==> config.mk <==
export PLATFORM = sky130hd
export DESIGN_NAME = run_control_unit
export DESIGN_NICKNAME = d
export VERILOG_FILES = /design/src/rtl/run_control_unit_pkg.sv /design/src/rtl/run_control_unit_bp_match_array.sv /design/src/rtl/run_control_unit.sv
export SDC_FILE = /design/constraint.sdc
export NUM_CORES = 1
export LEC_CHECK = 0
export CAP_MARGIN = 20
export CORE_AREA = 4 4 143 145
export CTS_CLUSTER_SIZE = 24
export DETAILED_ROUTE_END_ITERATION = 16
export DIE_AREA = 0 0 147 149
export MAX_ROUTING_LAYER = met4
export REMOVE_ABC_BUFFERS = 1
export SETUP_SLACK_MARGIN = 0.4
export SYNTH_ARGS = -nofsm -noshare
export SYNTH_HDL_FRONTEND = slang
export SYNTH_SLANG_ARGS = --single-unit
==> constraint.sdc <==
create_clock -name clk -period 2 [get_ports clk]
set_input_delay 0.3 -clock clk [delete_from_list [all_inputs] [get_ports clk]]
set_output_delay 0.3 -clock clk [all_outputs]
set_load 0.03 [all_outputs]
==> src/rtl/run_control_unit_pkg.sv <==
// Shared encodings for the run-control unit: command opcodes, halt causes, FSM states.
// Also holds the width helper used for breakpoint-slot index ports.
package run_control_unit_pkg;

  typedef enum logic [2:0] {
    OP_RUN     = 3'd0,
    OP_HALT    = 3'd1,
    OP_STEP    = 3'd2,
    OP_SET_BP  = 3'd3,
    OP_CLR_BP  = 3'd4,
    OP_CLR_CNT = 3'd5,
    OP_NOP6    = 3'd6,
    OP_NOP7    = 3'd7
  } cmd_op_e;

  typedef enum logic [1:0] {
    CAUSE_NONE = 2'd0,
    CAUSE_CMD  = 2'd1,
    CAUSE_BP   = 2'd2,
    CAUSE_STEP = 2'd3
  } halt_cause_e;

  typedef enum logic [1:0] {
    ST_HALTED   = 2'd0,
    ST_RUNNING  = 2'd1,
    ST_STEPPING = 2'd2
  } run_state_e;

  // Slot index width, never narrower than one bit.
  function automatic int unsigned idx_width(input int unsigned n);
    return (n > 1) ? $clog2(n) : 1;
  endfunction

endpackage

==> src/rtl/run_control_unit_bp_match_array.sv <==
// Breakpoint slot storage with per-slot address comparators.
// Reports the lowest-numbered enabled slot whose address equals the presented pc.
module bp_match_array
  import run_control_unit_pkg::*;
#(
  parameter int unsigned NUM_BP   = 4,
  parameter int unsigned PC_WIDTH = 16
) (
  input  logic                             clk,
  input  logic                             reset,
  input  logic                             set_en,
  input  logic                             clr_en,
  input  logic [idx_width(NUM_BP)-1:0]     idx,
  input  logic [PC_WIDTH-1:0]              addr,
  input  logic [PC_WIDTH-1:0]              pc,
  input  logic                             instr_valid,
  output logic                             hit,
  output logic [idx_width(NUM_BP)-1:0]     hit_idx
);

  localparam int unsigned IDX_W = idx_width(NUM_BP);

  logic [PC_WIDTH-1:0] bp_addr [NUM_BP];
  logic [NUM_BP-1:0]   bp_en;
  logic                idx_ok;

  assign idx_ok = 32'(idx) < NUM_BP;

  always_ff @(posedge clk or negedge reset) begin
    if (!reset) begin
      bp_en <= '0;
      for (int unsigned i = 0; i < NUM_BP; i++) bp_addr[i] <= '0;
    end else if (idx_ok) begin
      if (set_en) begin
        bp_addr[idx] <= addr;
        bp_en[idx]   <= 1'b1;
      end else if (clr_en) begin
        bp_en[idx] <= 1'b0;
      end
    end
  end

  // First match in ascending slot order wins.
  always_comb begin
    hit     = 1'b0;
    hit_idx = '0;
    for (int unsigned i = 0; i < NUM_BP; i++) begin
      if (!hit && instr_valid && bp_en[i] && (bp_addr[i] == pc)) begin
        hit     = 1'b1;
        hit_idx = IDX_W'(i);
      end
    end
  end

endmodule

==> src/rtl/run_control_unit.sv <==
// Debug run-control: halts, runs and single-steps the processor, handles breakpoints
// with step-over on resume, and counts retired instructions.
module run_control_unit
  import run_control_unit_pkg::*;
#(
  parameter int unsigned PC_WIDTH  = 16,
  parameter int unsigned NUM_BP    = 4,
  parameter int unsigned CNT_WIDTH = 32
) (
  input  logic                         clk,
  input  logic                         reset,
  input  logic [PC_WIDTH-1:0]          pc,
  input  logic                         instr_valid,
  input  logic                         cmd_valid,
  output logic                         cmd_ready,
  input  logic [2:0]                   cmd_op,
  input  logic [idx_width(NUM_BP)-1:0] cmd_idx,
  input  logic [PC_WIDTH-1:0]          cmd_addr,
  output logic                         cpu_stall,
  output logic                         halted,
  output logic [1:0]                   halt_cause,
  output logic [idx_width(NUM_BP)-1:0] halt_bp_idx,
  output logic                         halt_pulse,
  output logic [CNT_WIDTH-1:0]         retired_cnt
);

  localparam int unsigned IDX_W = idx_width(NUM_BP);

  run_state_e  state_q, state_d;
  halt_cause_e cause_q, cause_d;
  logic [IDX_W-1:0] bp_idx_q, bp_idx_d;
  logic        step_over_q, step_over_d;
  logic        pulse_d;
  cmd_op_e     op;
  logic        cmd_fire;
  logic        commit;
  logic        bp_hit;
  logic [IDX_W-1:0] bp_hit_idx;

  assign op          = cmd_op_e'(cmd_op);
  assign cmd_ready   = (state_q != ST_STEPPING);
  assign cmd_fire    = cmd_valid && cmd_ready;
  assign commit      = instr_valid && !cpu_stall;
  assign halted      = (state_q == ST_HALTED);
  assign halt_cause  = cause_q;
  assign halt_bp_idx = bp_idx_q;

  bp_match_array #(
    .NUM_BP   (NUM_BP),
    .PC_WIDTH (PC_WIDTH)
  ) u_bp (
    .clk         (clk),
    .reset       (reset),
    .set_en      (cmd_fire && (op == OP_SET_BP)),
    .clr_en      (cmd_fire && (op == OP_CLR_BP)),
    .idx         (cmd_idx),
    .addr        (cmd_addr),
    .pc          (pc),
    .instr_valid (instr_valid),
    .hit         (bp_hit),
    .hit_idx     (bp_hit_idx)
  );

  always_comb begin
    state_d     = state_q;
    cause_d     = cause_q;
    bp_idx_d    = bp_idx_q;
    step_over_d = step_over_q;
    cpu_stall   = 1'b1;
    unique case (state_q)
      ST_HALTED: begin
        step_over_d = 1'b0;
        if (cmd_fire && (op == OP_RUN)) begin
          state_d     = ST_RUNNING;
          step_over_d = 1'b1;
        end else if (cmd_fire && (op == OP_STEP)) begin
          state_d = ST_STEPPING;
        end
      end
      ST_RUNNING: begin
        // The step-over flag masks only the first presented instruction after resume.
        cpu_stall = bp_hit && !step_over_q;
        if (instr_valid) step_over_d = 1'b0;
        if (bp_hit && !step_over_q) begin
          state_d  = ST_HALTED;
          cause_d  = CAUSE_BP;
          bp_idx_d = bp_hit_idx;
        end else if (cmd_fire && (op == OP_HALT)) begin
          state_d = ST_HALTED;
          cause_d = CAUSE_CMD;
        end
      end
      ST_STEPPING: begin
        cpu_stall = 1'b0;
        if (instr_valid) begin
          state_d = ST_HALTED;
          cause_d = CAUSE_STEP;
        end
      end
      default: state_d = ST_HALTED;
    endcase
    pulse_d = (state_d == ST_HALTED) && (state_q != ST_HALTED);
  end

  always_ff @(posedge clk or negedge reset) begin
    if (!reset) begin
      state_q     <= ST_HALTED;
      cause_q     <= CAUSE_NONE;
      bp_idx_q    <= '0;
      step_over_q <= 1'b0;
      halt_pulse  <= 1'b0;
      retired_cnt <= '0;
    end else begin
      state_q     <= state_d;
      cause_q     <= cause_d;
      bp_idx_q    <= bp_idx_d;
      step_over_q <= step_over_d;
      halt_pulse  <= pulse_d;
      if (cmd_fire && (op == OP_CLR_CNT)) begin
        retired_cnt <= '0;
      end else if (commit && (retired_cnt != '1)) begin
        retired_cnt <= retired_cnt + CNT_WIDTH'(1);
      end
    end
  end

endmodule

==> results.txt <==
largest net degree at the start of global routing: 38
IO buf count: 80
Slowest cell on crit path: or4_4
WL final: 18,450 µm
placement row count: 51
Post-DP HPWL: 12,100 µm
TritonRoute pass-1 iters: 4
Longest Clk Path Bufs: 2
DRC viols: 0
startpoint class of the critical path: flop
critical path, cell by cell: xor2_1 -> nor3_1 -> nand4_1 -> buf_4 -> and4_4 -> a41oi_4 -> buf_6 -> buf_12 -> or4_4 -> a21oi_2
Pwr Density: 758.8 mW/mm²
Worst Slack Setup Final: -0.4571 ns
Root Driver: clkbuf_16
Power, Total: 0.006688 W
Synth warnings: 0
Fin Setup TNS: -13.13 ns
register area: 0.002704 mm²
Initial Utilization: 29.37%
worst setup path startpoint: u_bp.bp_addr[12]$_DFFE_PN0P_
clock-pin slew on the worst setup and hold paths: 0.08 ns
CTS tree: built
worst skew pair latency: 0.36 ns
layout cells sized above 1: 40.42%
Hold Fails Final Rpt: 0
Critical Path AT: 2.74 ns
Gate Count Post-Synth: 511
violated checks: negative setup slack
Worst VDD drop: 0.0005539 V
Multi-input gate area: 0.003418 mm²
Setup crit end: retired_cnt[8]$_DFFE_PN0P_
Netlist cell types: 45
number of global-route vias before repair: 5,182
most frequent cells in the layout: dfrtp_1 (107), buf_4 (93), mux2_4 (63)
logic gate share of total power: 30.7%
Worst-Margin Slew: 0.4379 ns
Post-Synthesis Cell Area: 0.005642 mm²
nets: 747
via count: 4,983
io pins: 81
worst hold slack: 0.4259 ns
required time of the critical path: 2.28 ns
Avg Inst Size Synth: 11.04 µm²
Relative slew margins: 70.81%
Max Fanout on Critical Path: 9
number of antenna violations at the first check in global routing: 1
register share of total power: 41.5%
Leakage: 4.117 nW
Final Max Tran Viols: 0
htree depth: 3
Clock Skews: 0.01448 ns
chip width: 147 µm
flops & latches, synth: 108
sw frac: 31.14%
reg2reg path depth: 10
commonest non-fill, non-tap cell in the layout: dfrtp_1
final core occ: 45.89%
first-pass GRT wire length: 28,040 µm
worst r2r src: u_bp.bp_addr[12]$_DFFE_PN0P_
Clk pwr share: 27.9%
total CTS buffers: 9
crit path capture type: flop
die area: 0.02190 mm²
CP Class: flop to flop
reg-to-reg critical path endpoint: retired_cnt[8]$_DFFE_PN0P_
Core Region: 0.01921 mm²
Psw: 0.002083 W
total gr overflow: 0
die height: 149 µm
Total GRT Usage: 16.60%
period utilisation layout: 122.9%
fmax: 407.0 MHz
initial DRC count: 209
Final min period: 2.457 ns
R2R Setup Slk: -0.46 ns
final setup fails: 36
post-route ant nets: 0
Layout area overhead: 56.24%
Seq/Total Area, Yosys: 47.90%
Pint: 0.004606 W
wire per inst: 18.90 µm
Fillers: 1,736
clock sink total: 108
Vias/cell: 5.106
min-delay worst type: input pin to async pin
placer congestion estimate: 0.9063
CP max stage delay: 0.48 ns
RSZ-0062 raised after global routing: true
status: finished, violations left
max_cap viols: 0
==> Yosys cell counts, drive strengths merged <==
cell | n | area share, %
a211oi | 1 | 0.13
a21boi | 2 | 0.27
a21oi | 30 | 2.7
a22oi | 1 | 0.13
a31o | 1 | 0.16
a41oi | 2 | 0.44
and3 | 5 | 0.64
and4 | 1 | 0.16
buf | 9 | 1.4
clkbuf | 14 | 0.93
dfrtp | 108 | 48
ha | 1 | 0.22
inv | 8 | 0.53
mux2 | 65 | 13
mux2i | 1 | 0.18
nand2 | 39 | 2.6
nand2b | 5 | 0.55
nand3 | 16 | 1.6
nand4 | 16 | 2.2
nand4b | 5 | 0.78
nand4bb | 1 | 0.20
nor2 | 16 | 1.1
nor2b | 5 | 0.55
nor3 | 13 | 1.2
nor4 | 10 | 1.4
o211ai | 3 | 0.40
o21ai | 16 | 1.4
o31ai | 10 | 1.3
o32ai | 1 | 0.16
o41ai | 12 | 1.9
or2 | 1 | 0.11
or3 | 9 | 1.0
or4 | 13 | 1.7
or4bb | 6 | 1.2
xnor2 | 16 | 2.5
xor2 | 49 | 7.6
==> final cells by class <==
| class | instances | share of cell area (%) |
|---|---|---|
| diodes | 1 | 0.02839 |
| clock buffers | 12 | 2.796 |
| clock inverters | 4 | 0.6388 |
| inverters | 8 | 0.3691 |
| multi-input cells | 372 | 38.78 |
| flip-flops and latches | 108 | 30.67 |
| well taps | 265 | 3.762 |
| repair buffers | 206 | 22.95 |
==> power groups by stage <==
stage                     logic [W]  clock network [W]  registers [W]
final                       0.00205            0.00186        0.00277
after floorplan            0.000723                  0        0.00285
after global routing        0.00219            0.00199        0.00281
after detailed placement    0.00157                  0        0.00278
after CTS                   0.00188            0.00190        0.00275
after global placement      0.00153                  0        0.00276
==> routing by layer <==
layer	track usage [%]	vias to the layer above	wire (µm)
met5	-	-	0
met4	4.660	0	323
met3	3.342	28	938
met2	28.49	150	9473
met1	20.00	2535	7712
li1	-	2270	-
==> how the worst min path moves through the flow <==
| stage | start | end | cells after the start |
|---|---|---|---|
| 3_3_place_gp | reset | retired_cnt[22]$_DFFE_PN0P_ | 1 |
| 2_1_floorplan | reset | async pin | 0 |
| 6_report | reset | retired_cnt[24]$_DFFE_PN0P_ | 2 |
| 3_5_place_dp | reset | retired_cnt[22]$_DFFE_PN0P_ | 1 |
| 4_1_cts | reset | retired_cnt[24]$_DFFE_PN0P_ | 2 |
| 5_1_grt | reset | retired_cnt[22]$_DFFE_PN0P_ | 2 |
==> cell families after synthesis <==
| logic type | count (synthesis) | synth area share [%] |
|---|---|---|
| AND/OR/NAND/NOR | 161 | 16.85 |
| buffers and inverters | 31 | 2.817 |
| flip-flops | 108 | 47.90 |
| multiplexers | 66 | 13.15 |
| XOR/XNOR | 65 | 10.09 |
| AO/OA/AOI/OAI | 79 | 8.960 |
| adder cells (fa/ha/maj) | 1 | 0.2217 |
==> per-stage QoR <==
| step | std cells | worst slack, ns | instance area [µm²] |
|---|---|---|---|
| floorplan | 488 | -1.135 | 5513 |
| global route | 976 | -0.4979 | 8815 |
| global placement | 927 | -0.9316 | 7422 |
| detailed placement | 927 | -0.9280 | 7422 |
| finish | 976 | -0.4571 | 8815 |
| CTS | 963 | -0.3891 | 8362 |
==> state kept, by name, indices dropped and copies added, names as in the netlist, named ones only <==
name	flops
halt_pulse	1
u_bp.bp_addr	64
halt_cause	2
halt_bp_idx	2
retired_cnt	32
step_over_q	1
state_q	2
==> worst max-delay path: cells and delay by family (launching register included) <==
| kind | cells | cell delay, ns |
|---|---|---|
| AOI/OAI and AO/OA | 2 | 0.26 |
| xor gates and xnor gates | 1 | 0.27 |
| and+or+nand+nor | 4 | 1.02 |
| buffers and inverters | 3 | 0.43 |
| DFF | 1 | 0.39 |
==> repair_timing <==
| action | CTS | global route |
|---|---|---|
| buffers inserted | 13 | 8 |
| gates resized for setup | 185 | 73 |
| pin swaps | 26 | 22 |
| cloned | 6 | 4 |
| hold endpoints to repair | 26 | 0 |
| hold buffers | 1 | 0 |
| endpoints found under the setup margin | 144 | 117 |
Note: power is estimated with default switching activity, not from simulation.
